`src/rtl/sram_ctrl_pkg.sv`:
```
// Shared constants and FSM encoding for the single-port SRAM controller.
package sram_ctrl_pkg;

    localparam int SRAM_ADDR_W    = 8;
    localparam int SRAM_WORDS     = 1 << SRAM_ADDR_W;
    localparam int SRAM_DATA_W    = 32;
    localparam int SRAM_LANE_W    = 8;
    localparam int SRAM_NUM_LANES = SRAM_DATA_W / SRAM_LANE_W;
    localparam int RD_LATENCY     = 2;

    typedef enum logic {
        INIT = 1'b0,
        RUN  = 1'b1
    } ctrl_state_e;

endpackage

```
`src/rtl/sram_ctrl_rsp_fifo.sv`:
```
// Read-response FIFO; pointers wrap at RSP_DEPTH, so the depth need not be a power of two.
module sram_ctrl_rsp_fifo #(
    parameter int  DATA_WIDTH = 32,
    parameter int  RSP_DEPTH  = 4,
    localparam int PTR_W      = $clog2(RSP_DEPTH),
    localparam int CNT_W      = $clog2(RSP_DEPTH + 1)
) (
    input  logic                  clk,
    input  logic                  rst,
    input  logic                  push_i,
    input  logic [DATA_WIDTH-1:0] wdata_i,
    input  logic                  pop_i,
    output logic                  valid_o,
    output logic [DATA_WIDTH-1:0] rdata_o,
    output logic [CNT_W-1:0]      count_o
);

    logic [DATA_WIDTH-1:0] mem_q [RSP_DEPTH];
    logic [PTR_W-1:0]      wr_ptr_q, wr_ptr_d;
    logic [PTR_W-1:0]      rd_ptr_q, rd_ptr_d;
    logic [CNT_W-1:0]      count_q, count_d;

    function automatic logic [PTR_W-1:0] ptr_inc(input logic [PTR_W-1:0] p);
        return (p == PTR_W'(RSP_DEPTH - 1)) ? '0 : p + 1'b1;
    endfunction

    always_comb begin
        wr_ptr_d = push_i ? ptr_inc(wr_ptr_q) : wr_ptr_q;
        rd_ptr_d = pop_i  ? ptr_inc(rd_ptr_q) : rd_ptr_q;
        count_d  = count_q;
        unique case ({push_i, pop_i})
            2'b10:   count_d = count_q + 1'b1;
            2'b01:   count_d = count_q - 1'b1;
            default: count_d = count_q;
        endcase
    end

    always_ff @(posedge clk or posedge rst) begin
        if (rst) begin
            wr_ptr_q <= '0;
            rd_ptr_q <= '0;
            count_q  <= '0;
        end else begin
            wr_ptr_q <= wr_ptr_d;
            rd_ptr_q <= rd_ptr_d;
            count_q  <= count_d;
        end
    end

    always_ff @(posedge clk) begin
        if (push_i) mem_q[wr_ptr_q] <= wdata_i;
    end

    // Gate with occupancy so the output reads zero out of reset and holds while stalled.
    assign valid_o = (count_q != '0);
    assign rdata_o = valid_o ? mem_q[rd_ptr_q] : '0;
    assign count_o = count_q;

endmodule

```
`src/rtl/sram_rw_port_ctrl.sv`:
```
// Valid/ready front end for a 1RW SRAM port: optional zero-fill after reset,
// registered SRAM command outputs, and an in-order read-response buffer.
module sram_rw_port_ctrl
    import sram_ctrl_pkg::*;
#(
    parameter int ADDR_WIDTH    = SRAM_ADDR_W,
    parameter int DATA_WIDTH    = SRAM_DATA_W,
    parameter int NUM_WMASKS    = SRAM_NUM_LANES,
    parameter int RSP_DEPTH     = 4,
    parameter bit INIT_ON_RESET = 1'b1
) (
    input  logic                  clk,
    input  logic                  rst,
    input  logic                  req_valid,
    output logic                  req_ready,
    input  logic                  req_we,
    input  logic [NUM_WMASKS-1:0] req_wmask,
    input  logic [ADDR_WIDTH-1:0] req_addr,
    input  logic [DATA_WIDTH-1:0] req_wdata,
    output logic                  rsp_valid,
    input  logic                  rsp_ready,
    output logic [DATA_WIDTH-1:0] rsp_rdata,
    output logic                  init_done,
    output logic                  sram_csb0,
    output logic                  sram_web0,
    output logic [NUM_WMASKS-1:0] sram_wmask0,
    output logic [ADDR_WIDTH-1:0] sram_addr0,
    output logic [DATA_WIDTH-1:0] sram_din0,
    input  logic [DATA_WIDTH-1:0] sram_dout0
);

    localparam int CNT_W = $clog2(RSP_DEPTH + 1);

    ctrl_state_e           state_q, state_d;
    logic [ADDR_WIDTH-1:0] init_addr_q, init_addr_d;
    logic                  init_done_q, init_done_d;
    logic                  csb_q, csb_d, web_q, web_d;
    logic [NUM_WMASKS-1:0] wmask_q, wmask_d;
    logic [ADDR_WIDTH-1:0] addr_q, addr_d;
    logic [DATA_WIDTH-1:0] din_q, din_d;
    logic [RD_LATENCY-1:0] rd_vld_q;
    logic [1:0]            inflight_q, inflight_d;
    logic [CNT_W-1:0]      rsp_count;
    logic                  req_fire, rd_fire, rsp_push;

    // Reserve a buffer slot for every read from accept until it is consumed.
    assign req_ready = !rst && (state_q == RUN) &&
                       (req_we || ((int'(rsp_count) + int'(inflight_q)) < RSP_DEPTH));
    assign req_fire  = req_valid && req_ready;
    assign rd_fire   = req_fire && !req_we;
    assign rsp_push  = rd_vld_q[RD_LATENCY-1];

    always_comb begin
        state_d     = state_q;
        init_addr_d = init_addr_q;
        init_done_d = init_done_q;
        csb_d       = 1'b1;
        web_d       = 1'b1;
        wmask_d     = '0;
        addr_d      = '0;
        din_d       = '0;
        unique case (state_q)
            INIT: begin
                csb_d       = 1'b0;
                web_d       = 1'b0;
                wmask_d     = '1;
                addr_d      = init_addr_q;
                init_addr_d = init_addr_q + 1'b1;
                if (init_addr_q == '1) begin
                    state_d     = RUN;
                    init_done_d = 1'b1;
                end
            end
            RUN: begin
                init_done_d = 1'b1;
                if (req_fire) begin
                    csb_d   = 1'b0;
                    web_d   = ~req_we;
                    wmask_d = req_we ? req_wmask : '0;
                    addr_d  = req_addr;
                    din_d   = req_wdata;
                end
            end
            default: state_d = RUN;
        endcase
    end

    always_comb begin
        inflight_d = inflight_q;
        unique case ({rd_fire, rsp_push})
            2'b10:   inflight_d = inflight_q + 2'd1;
            2'b01:   inflight_d = inflight_q - 2'd1;
            default: inflight_d = inflight_q;
        endcase
    end

    always_ff @(posedge clk or posedge rst) begin
        if (rst) begin
            state_q     <= INIT_ON_RESET ? INIT : RUN;
            init_addr_q <= '0;
            init_done_q <= 1'b0;
            csb_q       <= 1'b1;
            web_q       <= 1'b1;
            wmask_q     <= '0;
            addr_q      <= '0;
            din_q       <= '0;
            rd_vld_q    <= '0;
            inflight_q  <= '0;
        end else begin
            state_q     <= state_d;
            init_addr_q <= init_addr_d;
            init_done_q <= init_done_d;
            csb_q       <= csb_d;
            web_q       <= web_d;
            wmask_q     <= wmask_d;
            addr_q      <= addr_d;
            din_q       <= din_d;
            rd_vld_q    <= {rd_vld_q[RD_LATENCY-2:0], rd_fire};
            inflight_q  <= inflight_d;
        end
    end

    sram_ctrl_rsp_fifo #(
        .DATA_WIDTH (DATA_WIDTH),
        .RSP_DEPTH  (RSP_DEPTH)
    ) u_rsp_fifo (
        .clk     (clk),
        .rst     (rst),
        .push_i  (rsp_push),
        .wdata_i (sram_dout0),
        .pop_i   (rsp_valid && rsp_ready),
        .valid_o (rsp_valid),
        .rdata_o (rsp_rdata),
        .count_o (rsp_count)
    );

    assign init_done   = init_done_q;
    assign sram_csb0   = csb_q;
    assign sram_web0   = web_q;
    assign sram_wmask0 = wmask_q;
    assign sram_addr0  = addr_q;
    assign sram_din0   = din_q;

endmodule
```
`config.mk`:
```
export PLATFORM = sky130hd
export DESIGN_NAME = sram_rw_port_ctrl
export DESIGN_NICKNAME = d
export VERILOG_FILES = /design/src/rtl/sram_ctrl_pkg.sv /design/src/rtl/sram_ctrl_rsp_fifo.sv /design/src/rtl/sram_rw_port_ctrl.sv
export SDC_FILE = /design/constraint.sdc
export NUM_CORES = 1
export LEC_CHECK = 0
export CORE_ASPECT_RATIO = 0.8
export CORE_MARGIN = 3
export CORE_UTILIZATION = 25
export DETAILED_ROUTE_END_ITERATION = 10
export GPL_ROUTABILITY_DRIVEN = 0
export SETUP_SLACK_MARGIN = 0.5
export SLEW_MARGIN = 20
export SYNTH_ARGS = -nofsm -noshare
export SYNTH_HDL_FRONTEND = slang
export SYNTH_SLANG_ARGS = --single-unit
```
`constraint.sdc`:
```
create_clock -name clk -period 3.62 [get_ports clk]
set_clock_uncertainty 0.2 [all_clocks]
set_input_delay 1.086 -clock clk [delete_from_list [all_inputs] [get_ports clk]]
set_output_delay 1.086 -clock clk [all_outputs]
set_load 0.005 [all_outputs]
```
==> flow_summary_export.csv, run 1 <==
group,metric,value,unit
sta,fmax,308,MHz
synthesis,synth-main-ff-cell,"edfxtp_1",
routing,finalWirelength,17400,microns
power,p_leak,3.94,nW
placement,place_hpwl,10800,microns
clock_tree,hold_buffers,0,
routing,wl_met2,8140,microns
routing,dr.pass1.iters,4,
global_routing,grt_max_degree,61,
global_routing,grt_util_all_layers,11.4,%
finish,diodes,0,
clock_tree,ctsRootBufferMaster,"clkbuf_16",
synthesis,synth_edf_count,128,
global_routing,grt_first_pass_wirelength,27200,microns
synthesis,synth.avg_cell_area,18.6,sq um
sta,hold_viol,0,
clock_tree,cts_tree,"yes",
sta,min_period,3.25,ns
worst_setup_path,cp.required,2.33,ns
finish,stdcell_count,971,
die,die_h,160,microns
worst_setup_path,cp-end-kind,"output port",
die,core_area,28600,sq um
clock_tree,insertion_delay,0.42,ns
die,die-area,31600,sq um
power,powerDensity,628,nW/um^2
worst_setup_path,worst-r2r-setup-slack,1.05,ns
synthesis,async_reset_ff_share,34.4,%
routing,vias,4124,
run,cap_violations,0,
die,io-pin-count,162,
routing,m1WireLength,7730,microns
finish,final_core_util,36.6,%
die,rows,55,
clock_tree,cts_buffer_depth,2,
routing,drc,0,
routing,top_layer_used,"met4",
min_path,hold_path_class,"flip-flop to flip-flop",
synthesis,synth_warnings,0,
power,vdd_ir_drop_max,0.324,mV
power,power,6.59,mW
sta,whs,0.157,ns
routing,first_iter_violations,181,
finish,synthToLayoutAreaGrowth,42.4,%
die,start_util,25.7,%
synthesis,syn_nets,487,
sta,setup_viol,0,
clock_tree,path_clk_slew,0.07,ns
synthesis,syn_inst,396,
placement,portBuffers,161,
worst_setup_path,critPathMaxFanout,5,
global_routing,antenna_found_initial,0,
global_routing,grt_pass1_vias,4559,
worst_setup_path,crit_arrival,1.97,ns
sta,rsz0062_at_grt,"yes",
routing,wl_met3,1400,microns
finish,drive_gt1_share,27.5,%
routing,vias_per_cell,4.25,
finish,multi_input_area,1800,sq um
finish,fillers,2668,
die,die_w,198,microns
routing,detail-route-antenna-nets,0,
sta,relSlewSlack,35.4,%
finish,regArea,5520,sq um
finish,finalNetCount,679,
global_routing,grt-ovfl-total,0,
sta,worst-slew-pin-transition,0.969,ns
clock_tree,cts_made_buffers,17,
synthesis,netlist_area,7360,sq um
clock_tree,cts.sinks,195,
routing,routedWlPerCell,17.9,microns
synthesis,yosysUniqueCellTypes,32,
sta,slew_violations,0,
placement,dp_cells,921,
status,status,"finished, final reports clean",
clock_tree,cts.htree.levels,4,
synthesis,ys_ff_latch,195,
worst_setup_path,cp-start-kind,"flip-flop",
worst_setup_path,worstSetupPathType,"flip-flop to output port",
sta,min_period_over_period,89.8,%
synthesis,ys_seq_area_share,75.0,%
[flip-flops by register name, indices dropped and copies added, names as in the netlist, 2 cells and up]
name and cells:
u_rsp_fifo.wr_ptr_q 2, u_rsp_fifo.count_o 3, init_addr_q 8, sram_din0 32
inflight_q 2, u_rsp_fifo.rd_ptr_q 2, u_rsp_fifo.mem_q 128, sram_addr0 8
sram_wmask0 4, rd_vld_q 2
[stage by stage]
step	worst slack, ns	cell area [sq um]	setup TNS (ns)
global route	0.286	10500	0
finish	0.368	10500	0
floorplan	0.840	7370	0
CTS	0.332	10400	0
detailed placement	-0.0702	9480	-0.0702
global placement	-0.0701	9480	-0.0701
[per-layer routing]
| layer | up-vias | GRT usage [%] |
|---|---|---|
| met3 | 8 | 4.89 |
| met2 | 160 | 18.0 |
| met4 | 0 | 2.22 |
| met1 | 2107 | 14.8 |
| li1 | 1849 | - |
| met5 | - | 0 |
[cell usage after synthesis, types with 2 or more instances]
cell type / number / area share, %
mux4_2: 32 / 9.8
or3_1: 2 / 0.17
and2_1: 70 / 5.9
dfrtp_1: 65 / 22
xor2_1: 3 / 0.36
buf_4: 3 / 0.31
dfstp_2: 2 / 0.71
nor2_1: 5 / 0.25
nand2_1: 5 / 0.25
clkbuf_2: 3 / 0.20
nand3_1: 3 / 0.20
o21ai_0: 6 / 0.41
xnor2_1: 10 / 1.2
clkbuf_1: 7 / 0.36
mux2_1: 2 / 0.31
inv_1: 15 / 0.76
ha_1: 9 / 1.5
nand4_1: 3 / 0.25
a22o_1: 8 / 0.95
buf_2: 4 / 0.27
edfxtp_1: 128 / 52
[worst max-delay path, stage by stage, from the launching register on]
cell	delay (ns)
dfrtp_2	0.42
buf_6	0.11
buf_6	0.12
buf_16	0.13
mux4_2	0.50
and2_1	0.15
buf_2	0.12
[power by group]
| group | total [mW] | internal (mW) | switching [mW] | leakage [nW] |
|---|---|---|---|---|
| clock network | 1.98 | 1.12 | 0.867 | 0.305 |
| registers | 2.43 | 2.41 | 0.0272 | 2.02 |
| logic | 2.17 | 1.40 | 0.769 | 1.62 |
[layout by cell type (no fill, tap or decap), types with 2 or more instances in the layout]
cell             count
a22o_1               8
and2_1              38
and2_2               4
and2_4              28
buf_12               6
buf_16               4
buf_2                7
buf_4               10
buf_6               33
buf_8                2
bufinv_16            3
clkbuf_16           17
clkdlybuf4s50_1    126
clkinv_4             3
dfrtp_1             64
dfstp_2              2
edfxtp_1           128
ha_1                 9
inv_1               14
inv_6                3
inv_8                4
mux2_1               2
mux4_2              32
nand2_1              5
nand3_1              3
nand4_1              3
nor2_1               5
o21ai_0              6
xnor2_1             10
xor2_1               3
[final timing paths]
kind,cells past startpoint,end,start
max,6,rsp_rdata[25],u_rsp_fifo.rd_ptr_q[0]
min,0,rd_vld_q[1],rd_vld_q[0]
max reg2reg,7,inflight_q[1],u_rsp_fifo.count_o[1]
min reg2reg,0,rd_vld_q[1],rd_vld_q[0]
max in group asynchronous,4,sram_csb0,rst
min in group asynchronous,3,sram_addr0[3],rst
[area by class of cell]
| type | count | share of cell area (%) |
|---|---|---|
| Clock buffer | 18 | 4.09 |
| Multi-Input combinational cell | 169 | 17.1 |
| Timing Repair Buffer | 190 | 19.3 |
| Sequential cell | 195 | 52.7 |
| Tap cell | 370 | 4.41 |
| Inverter | 15 | 0.573 |
| Clock inverter | 14 | 1.83 |
[cells by family (layout without fill, tap and decap cells)]
group           Yosys count  in the layout  synth area share (%)
flops                   195            195                  75.0
simple gates             92             92                  7.49
mux                      36             36                  10.4
buf+inv                  32            237                  1.90
compound gates           18             18                  1.87
xor+xnor                 13             13                  1.55
fa+ha+maj                10             10                  1.80
[repair_timing]
action                                  in CTS  in global routing
cloned                                       4                  0
endpoints found under the hold margin        0                  0
setup buffers                               13                  1
gates resized for setup                    188                 22
pin swaps                                    3                 33
endpoints found under the setup margin      34                 33
(Power assumes the default switching activity.)
==> run 2: changes to the inputs <==
--- a/config.mk
+++ b/config.mk
@@ -10,6 +10,7 @@
 export CORE_UTILIZATION = 25
 export DETAILED_ROUTE_END_ITERATION = 10
 export GPL_ROUTABILITY_DRIVEN = 0
+export PLACE_DENSITY = 0.53
 export SETUP_SLACK_MARGIN = 0.5
 export SLEW_MARGIN = 20
 export SYNTH_ARGS = -nofsm -noshare
==> run 2 against run 1 <==
Routed wire length shrank 0.62%. Fmax shrank 1.9%. Critical path depth grew 1. Largest power group unchanged. Via count shrank 0.68%. Register-to-register slack lost 0.02 ns. Utilization grew 0.49 points. Non-clock buffer count grew 15. Global-route usage is essentially flat. Die area is the same. Clock power shrank 7%. Design area grew 1.3%. Combinational power grew 6%.
==> flow_summary_export.csv, run 2 (synthesis gave the netlist of run 1 again) <==
group,metric,value,unit
status,status,"finished, final reports clean",
placement,place_hpwl,10800,microns
worst_setup_path,crit_chain,"buf_12 > buf_12 > buf_16 > buf_6 > mux4_2 > and2_4 > buf_6",
worst_setup_path,worst-r2r-setup-slack,1.03,ns
placement,portBuffers,161,
placement,dp_cells,922,
run,cap_violations,0,
finish,mostFrequentLayoutCell,"edfxtp_1",
clock_tree,cts_tree,"yes",
global_routing,grt-ovfl-total,0,
worst_setup_path,worstSetupPathType,"flip-flop to output port",
worst_setup_path,r2r-start,"u_rsp_fifo.count_o[1]",
power,p_leak,4.03,nW
die,core_area,28600,sq um
die,io-pin-count,162,
routing,vias_per_cell,4.15,
worst_setup_path,cp-end-kind,"output port",
min_path,hold_path_class,"flip-flop to flip-flop",
die,die_w,198,microns
die,rows,55,
worst_setup_path,cp.depth,7,
finish,diodes,0,
worst_setup_path,cp-start-kind,"flip-flop",
worst_setup_path,cp_num_buf_inv,5,
routing,finalWirelength,17300,microns
clock_tree,ctsRootBufferMaster,"clkbuf_16",
global_routing,grt_first_pass_wirelength,27000,microns
sta,slew_violations,0,
routing,vias,4096,
routing,wl_met2,8160,microns
worst_setup_path,reg2reg_depth,9,
finish,stdcell_count,986,
routing,dr.pass1.iters,4,
routing,m1WireLength,7610,microns
finish,finalNetCount,694,
clock_tree,path_clk_slew,0.07,ns
global_routing,grt_pass1_vias,4604,
worst_setup_path,slowest_stage,"dfrtp_2",
die,die_h,160,microns
worst_setup_path,endpoint,"rsp_rdata[3]",
routing,drc,0,
worst_setup_path,cp.required,2.33,ns
global_routing,grt_util_all_layers,11.4,%
die,start_util,25.7,%
sta,final.setup.worst_slack,0.305,ns
finish,synthToLayoutAreaGrowth,44.4,%
sta,min_period_over_period,91.6,%
power,powerDensity,621,nW/um^2
finish,drive_gt1_share,27.9,%
sta,rsz0062_at_grt,"yes",
routing,first_iter_violations,111,
worst_setup_path,crit_arrival,2.03,ns
die,die-area,31600,sq um
worst_setup_path,r2r_end,"inflight_q[1]",
sta,min_period,3.31,ns
clock_tree,cts.htree.levels,4,
clock_tree,hold_buffers,0,
routing,detail-route-antenna-nets,0,
clock_tree,cts_buffer_depth,2,
finish,final_cell_mix,"edfxtp_1, clkdlybuf4s50_1, dfrtp_1",
clock_tree,insertion_delay,0.42,ns
worst_setup_path,critPathMaxFanout,5,
routing,routedWlPerCell,17.5,microns
global_routing,grt_max_degree,36,
placement,place_ws,-0.0316,ns
sta,relSlewSlack,33.7,%
routing,top_layer_used,"met5",
clock_tree,cts.sinks,195,
finish,largest-register,"u_rsp_fifo.mem_q",
sta,fmax,302,MHz
worst_setup_path,cp_slowest_stage_delay,0.42,ns
worst_setup_path,startpoint,"u_rsp_fifo.rd_ptr_q[0]",
routing,wl_met3,1320,microns
sta,setup_viol,0,
sta,worst-slew-pin-transition,0.994,ns
clock_tree,cts_made_buffers,17,
global_routing,antenna_found_initial,3,
finish,largest_reg_flops,128,
power,vdd_ir_drop_max,0.392,mV
sta,hold_viol,0,
worst_setup_path,crit_family,"buffers and inverters",
[run 2: worst min-delay path by stage]
stage                              to   startpoint  cells past startpoint
after CTS                 rd_vld_q[1]  rd_vld_q[0]                      0
after global routing      rd_vld_q[1]  rd_vld_q[0]                      0
after detailed placement  rd_vld_q[1]  rd_vld_q[0]                      0
final                     rd_vld_q[1]  rd_vld_q[0]                      0
after global placement    rd_vld_q[1]  rd_vld_q[0]                      0
after floorplan           rd_vld_q[1]  rd_vld_q[0]                      0
[run 2: area by class of cell]
class                      instances  area, sq um
timing repair buffer             205         2200
multi-input combinational        169         1800
clock buffer                      21          450
sequential                       195         5530
clock inverter                    11          129
fill                            2694        18000
tap                              370          463
inverter                          15         60.1
[run 2: worst register-to-register path, stage by stage, from the launching register on]
cell     delay, ns
dfrtp_1       0.41
buf_6         0.14
ha_4          0.20
a311o_1       0.31
buf_4         0.17
nor4_1        0.36
inv_1         0.12
ha_1          0.34
nor2_1        0.13
xor2_1        0.15
[run 2: where the power goes]
group / internal (mW) / switching [mW] / total (mW)
clock: 1.04 / 0.807 / 1.85
combinational: 1.53 / 0.787 / 2.31
sequential: 2.41 / 0.0258 / 2.44
total: 4.98 / 1.62 / 6.60
[run 2: stage by stage]
step,instance area [sq um],utilization [%],setup TNS (ns),power [mW],hold WS (ns)
floorplan,7370,-,0,3.29,0.131
detailed placement,9500,33.2,-0.0316,4.13,0.142
global route,10600,37.1,0,6.94,0.171
global placement,9500,33.2,-0.0533,4.11,0.134
CTS,10500,36.7,0,6.56,0.158
finish,10600,37.1,0,6.60,0.158
[run 2: what timing repair did]
action                                  in CTS  in global routing
cloned                                       6                  0
endpoints found under the setup margin      34                 33
buffers inserted                            24                  2
pin swaps                                   29                  9
resized for setup                          155                 26
[run 2: layer usage]
layer | vias to the layer above | GRT usage (%)
li1 | 1869 | -
met1 | 2077 | 14.7
met2 | 130 | 18.0
met3 | 14 | 4.72
met4 | 6 | 2.67
met5 | - | 0
==> run 3: changes to the inputs <==
--- a/config.mk
+++ b/config.mk
@@ -5,8 +5,8 @@
 export SDC_FILE = /design/constraint.sdc
 export NUM_CORES = 1
 export LEC_CHECK = 0
+export ABC_AREA = 1
 export CORE_ASPECT_RATIO = 0.8
-export CORE_MARGIN = 3
 export CORE_UTILIZATION = 25
 export DETAILED_ROUTE_END_ITERATION = 10
 export GPL_ROUTABILITY_DRIVEN = 0
==> run 3 against run 2 <==
Combinational power increased by 4%. Clock-buffer cell count fell by 2. Final cell count grew 29%. Largest power group unchanged. Via count increased by 28%. Synthesized cell count increased by 67%. Utilization fell by 1.7 points. Non-clock buffer count fell by 3. Sequential share of layout area is 0.87 points lower. Flip-flop and latch count did not move. Critical path depth is 2 higher. Global-route usage increased by 1.2 points.
==> flow_summary_export.csv, run 3 <==
group,metric,value,unit
routing,first_iter_violations,249,
power,power_frac_clock,26.8,%
sta,worst-slew-pin-transition,0.686,ns
routing,vias,5235,
die,io-pin-count,162,
finish,mostFrequentLayoutCell,"edfxtp_1",
synthesis,synth-main-ff-cell,"edfxtp_1",
global_routing,grt_max_degree,34,
synthesis,async_reset_ff_share,34.4,%
synthesis,synth_warnings,0,
worst_setup_path,r2r-start,"state_q",
worst_setup_path,cp-start-kind,"flip-flop",
die,die_h,160,microns
routing,routedWlPerCell,15.5,microns
routing,vias_per_cell,4.11,
worst_setup_path,worst-r2r-setup-slack,1.39,ns
global_routing,grt_pass1_vias,5134,
synthesis,syn_nets,751,
worst_setup_path,cp-end-kind,"output port",
clock_tree,path_clk_slew,0.07,ns
global_routing,grt_util_all_layers,12.5,%
clock_tree,cts.sinks,195,
sta,fmax,322,MHz
finish,largest_reg_flops,128,
global_routing,use_met1,15.8,%
clock_tree,cts.htree.levels,4,
power,powerDensity,613,nW/um^2
synthesis,synth.avg_cell_area,11.8,sq um
clock_tree,cts_tree,"yes",
synthesis,ys_ff_latch,195,
routing,detail-route-antenna-nets,0,
synthesis,netlist_area,7780,sq um
routing,dr.pass1.iters,4,
sta,relSlewSlack,54.0,%
finish,synthToLayoutAreaGrowth,38.8,%
die,die_w,199,microns
global_routing,grt-ovfl-total,0,
worst_setup_path,critPathMaxFanout,7,
finish,finalNetCount,939,
synthesis,ys_seq_area_share,71.0,%
power,vdd_ir_drop_max,0.355,mV
sta,setup_viol,0,
die,rows,57,
worst_setup_path,slowest_stage,"dfrtp_2",
die,core_area,30500,sq um
routing,drc,0,
sta,min_period,3.11,ns
clock_tree,cts_buffer_depth,2,
synthesis,synthTopCellsByArea,"edfxtp_1, dfrtp_1, nor2_1",
clock_tree,cts_made_buffers,17,
power,p_sw,2.12,mW
worst_setup_path,startpoint,"u_rsp_fifo.rd_ptr_q[0]",
sta,whs,0.149,ns
sta,hold_viol,0,
global_routing,grt_use_met2,19.1,%
worst_setup_path,cp.depth,9,
worst_setup_path,crit_family,"buffers and inverters",
global_routing,top_usage_layer,"met2",
worst_setup_path,cp.required,2.33,ns
power,switching_share,32.0,%
global_routing,grt_first_pass_wirelength,29700,microns
global_routing,gr-usage-met3,5.91,%
clock_tree,ctsRootBufferMaster,"clkbuf_16",
sta,slew_violations,0,
clock_tree,insertion_delay,0.44,ns
die,start_util,25.6,%
status,status,"finished, final reports clean",
worst_setup_path,endpoint,"rsp_rdata[30]",
placement,portBuffers,161,
placement,place_hpwl,12000,microns
finish,final_cell_mix,"edfxtp_1, clkdlybuf4s50_1, nor2_1",
synthesis,yosysUniqueCellTypes,30,
worst_setup_path,cp_slowest_stage_delay,0.42,ns
worst_setup_path,crit_arrival,1.82,ns
worst_setup_path,reg2reg_depth,8,
routing,finalWirelength,19700,microns
sta,rsz0062_at_grt,"yes",
die,die-area,31800,sq um
power,seq_power_share,36.7,%
synthesis,netlist_top_cells_count,"nor2_1, edfxtp_1, dfrtp_1, inv_1, nand2_1",
worst_setup_path,cp_common_cell,"buf_12",
synthesis,synthMostInstantiatedCell,"nor2_1",
worst_setup_path,cp_num_buf_inv,5,
synthesis,yosys.area.top_type,"edfxtp_1",
worst_setup_path,crit_chain,"buf_12 > buf_12 > buf_12 > buf_6 > nor2_2 > nor2_1 > o21ai_1 > a21oi_1 > buf_2",
sta,min_period_over_period,85.9,%
worst_setup_path,r2r_end,"inflight_q[1]",
synthesis,synth_edf_count,128,
finish,fillers,3052,
finish,drive_gt1_share,20.1,%
power,power,6.63,mW
power,p_int,4.50,mW
power,p_leak,4.23,nW
min_path,hold_path_class,"flip-flop to flip-flop",
run,cap_violations,0,
finish,largest-register,"u_rsp_fifo.mem_q",
synthesis,synth_top_cell_area_share,49.4,%
power,p_comb_share,36.4,%
synthesis,syn_inst,660,
global_routing,antenna_found_initial,1,
worst_setup_path,worstSetupPathType,"flip-flop to output port",
==> run 3: changes by cell type in the layout (fill, tap and decap cells not counted), moves of 11 or more <==
cell     previous run  this run
nor2_1              4       122
o21ai_1             0        53
nor2_2              1        46
nand2_1             5        48
and2_1             42         0
inv_1              13        53
mux4_2             32         0
a21oi_1             0        29
and2_4             24         0
buf_6              27         4
buf_2              11        24
o21ai_0             6        17
==> run 3: kinds of logic (layout without fill, tap and decap cells) <==
group / count (synthesis) / in the layout / synth area share, %
compound gates: 106 / 106 / 6.87
simple gates: 248 / 248 / 13.9
xor+xnor: 8 / 8 / 0.900
other cells: 0 / 2 / 0
fa+ha+maj: 10 / 10 / 1.70
buf+inv: 93 / 292 / 5.69
flops: 195 / 195 / 71.0
==> run 3: how the worst min path moves through the flow <==
stage | startpoint | to | slack [ns] | depth (start not counted)
after floorplan | rd_vld_q[0] | rd_vld_q[1] | 0.13 | 0
after global placement | rd_vld_q[0] | rd_vld_q[1] | 0.14 | 0
after detailed placement | rd_vld_q[0] | rd_vld_q[1] | 0.14 | 0
after CTS | rd_vld_q[0] | rd_vld_q[1] | 0.15 | 0
after global routing | rd_vld_q[0] | rd_vld_q[1] | 0.16 | 0
final | rd_vld_q[0] | rd_vld_q[1] | 0.15 | 0
==> run 3: power groups by stage <==
| stage | logic [mW] | clock network [mW] | registers (mW) |
|---|---|---|---|
| floorplan | 1.04 | 0 | 2.47 |
| global placement | 2.02 | 0 | 2.49 |
| detailed placement | 2.04 | 0 | 2.49 |
| CTS | 2.32 | 1.83 | 2.43 |
| global route | 2.64 | 1.92 | 2.44 |
| finish | 2.41 | 1.78 | 2.43 |
==> run 3: through the flow <==
stage               setup TNS [ns]  setup slack [ns]  instance area [sq um]  instances  util, %
global placement            -0.177            -0.177                   9880       1224     32.5
floorplan                        0             0.655                   7780        660        -
detailed placement          -0.190            -0.190                   9880       1224     32.5
CTS                              0             0.469                  10700       1267     35.1
finish                           0             0.511                  10800       1274     35.5
global route                     0             0.393                  10800       1272     35.5
==> run 3: layout make-up <==
| type | count | area [sq um] | area share (%) |
|---|---|---|---|
| clock inverter | 11 | 108 | 0.996 |
| inverter | 60 | 245 | 2.27 |
| clock buffer | 19 | 433 | 4.01 |
| tap | 413 | 517 | 4.78 |
| timing repair buffer | 202 | 2040 | 18.9 |
| multi-input combinational | 372 | 1930 | 17.9 |
| sequential | 195 | 5520 | 51.1 |
| antenna | 2 | 5.00 | 0.0463 |
==> run 3: timing repair <==
item                       4_1_cts  5_1_grt
gates cloned                     4        4
hold buffers                     0        0
setup endpoints to repair       33       29
buffers inserted                 9        1
resized for setup              164       48
pin swaps                       18       20
==> run 3: worst register-to-register path, stage by stage, from the launching register on <==
cell and delay, ns:
dfrtp_1 0.48, inv_2 0.23, nor2_4 0.15, buf_4 0.18
nand4_1 0.16, ha_1 0.35, a21oi_1 0.11, o21ai_0 0.12
xnor2_1 0.14
==> run 3: routing by layer <==
layer,part of all wire [%],vias to the layer above,wire length [microns]
li1,-,2570,-
met1,45,2490,8860
met2,44,162,8630
met3,10,13,2030
met4,0.90,0,178
met5,0,-,0
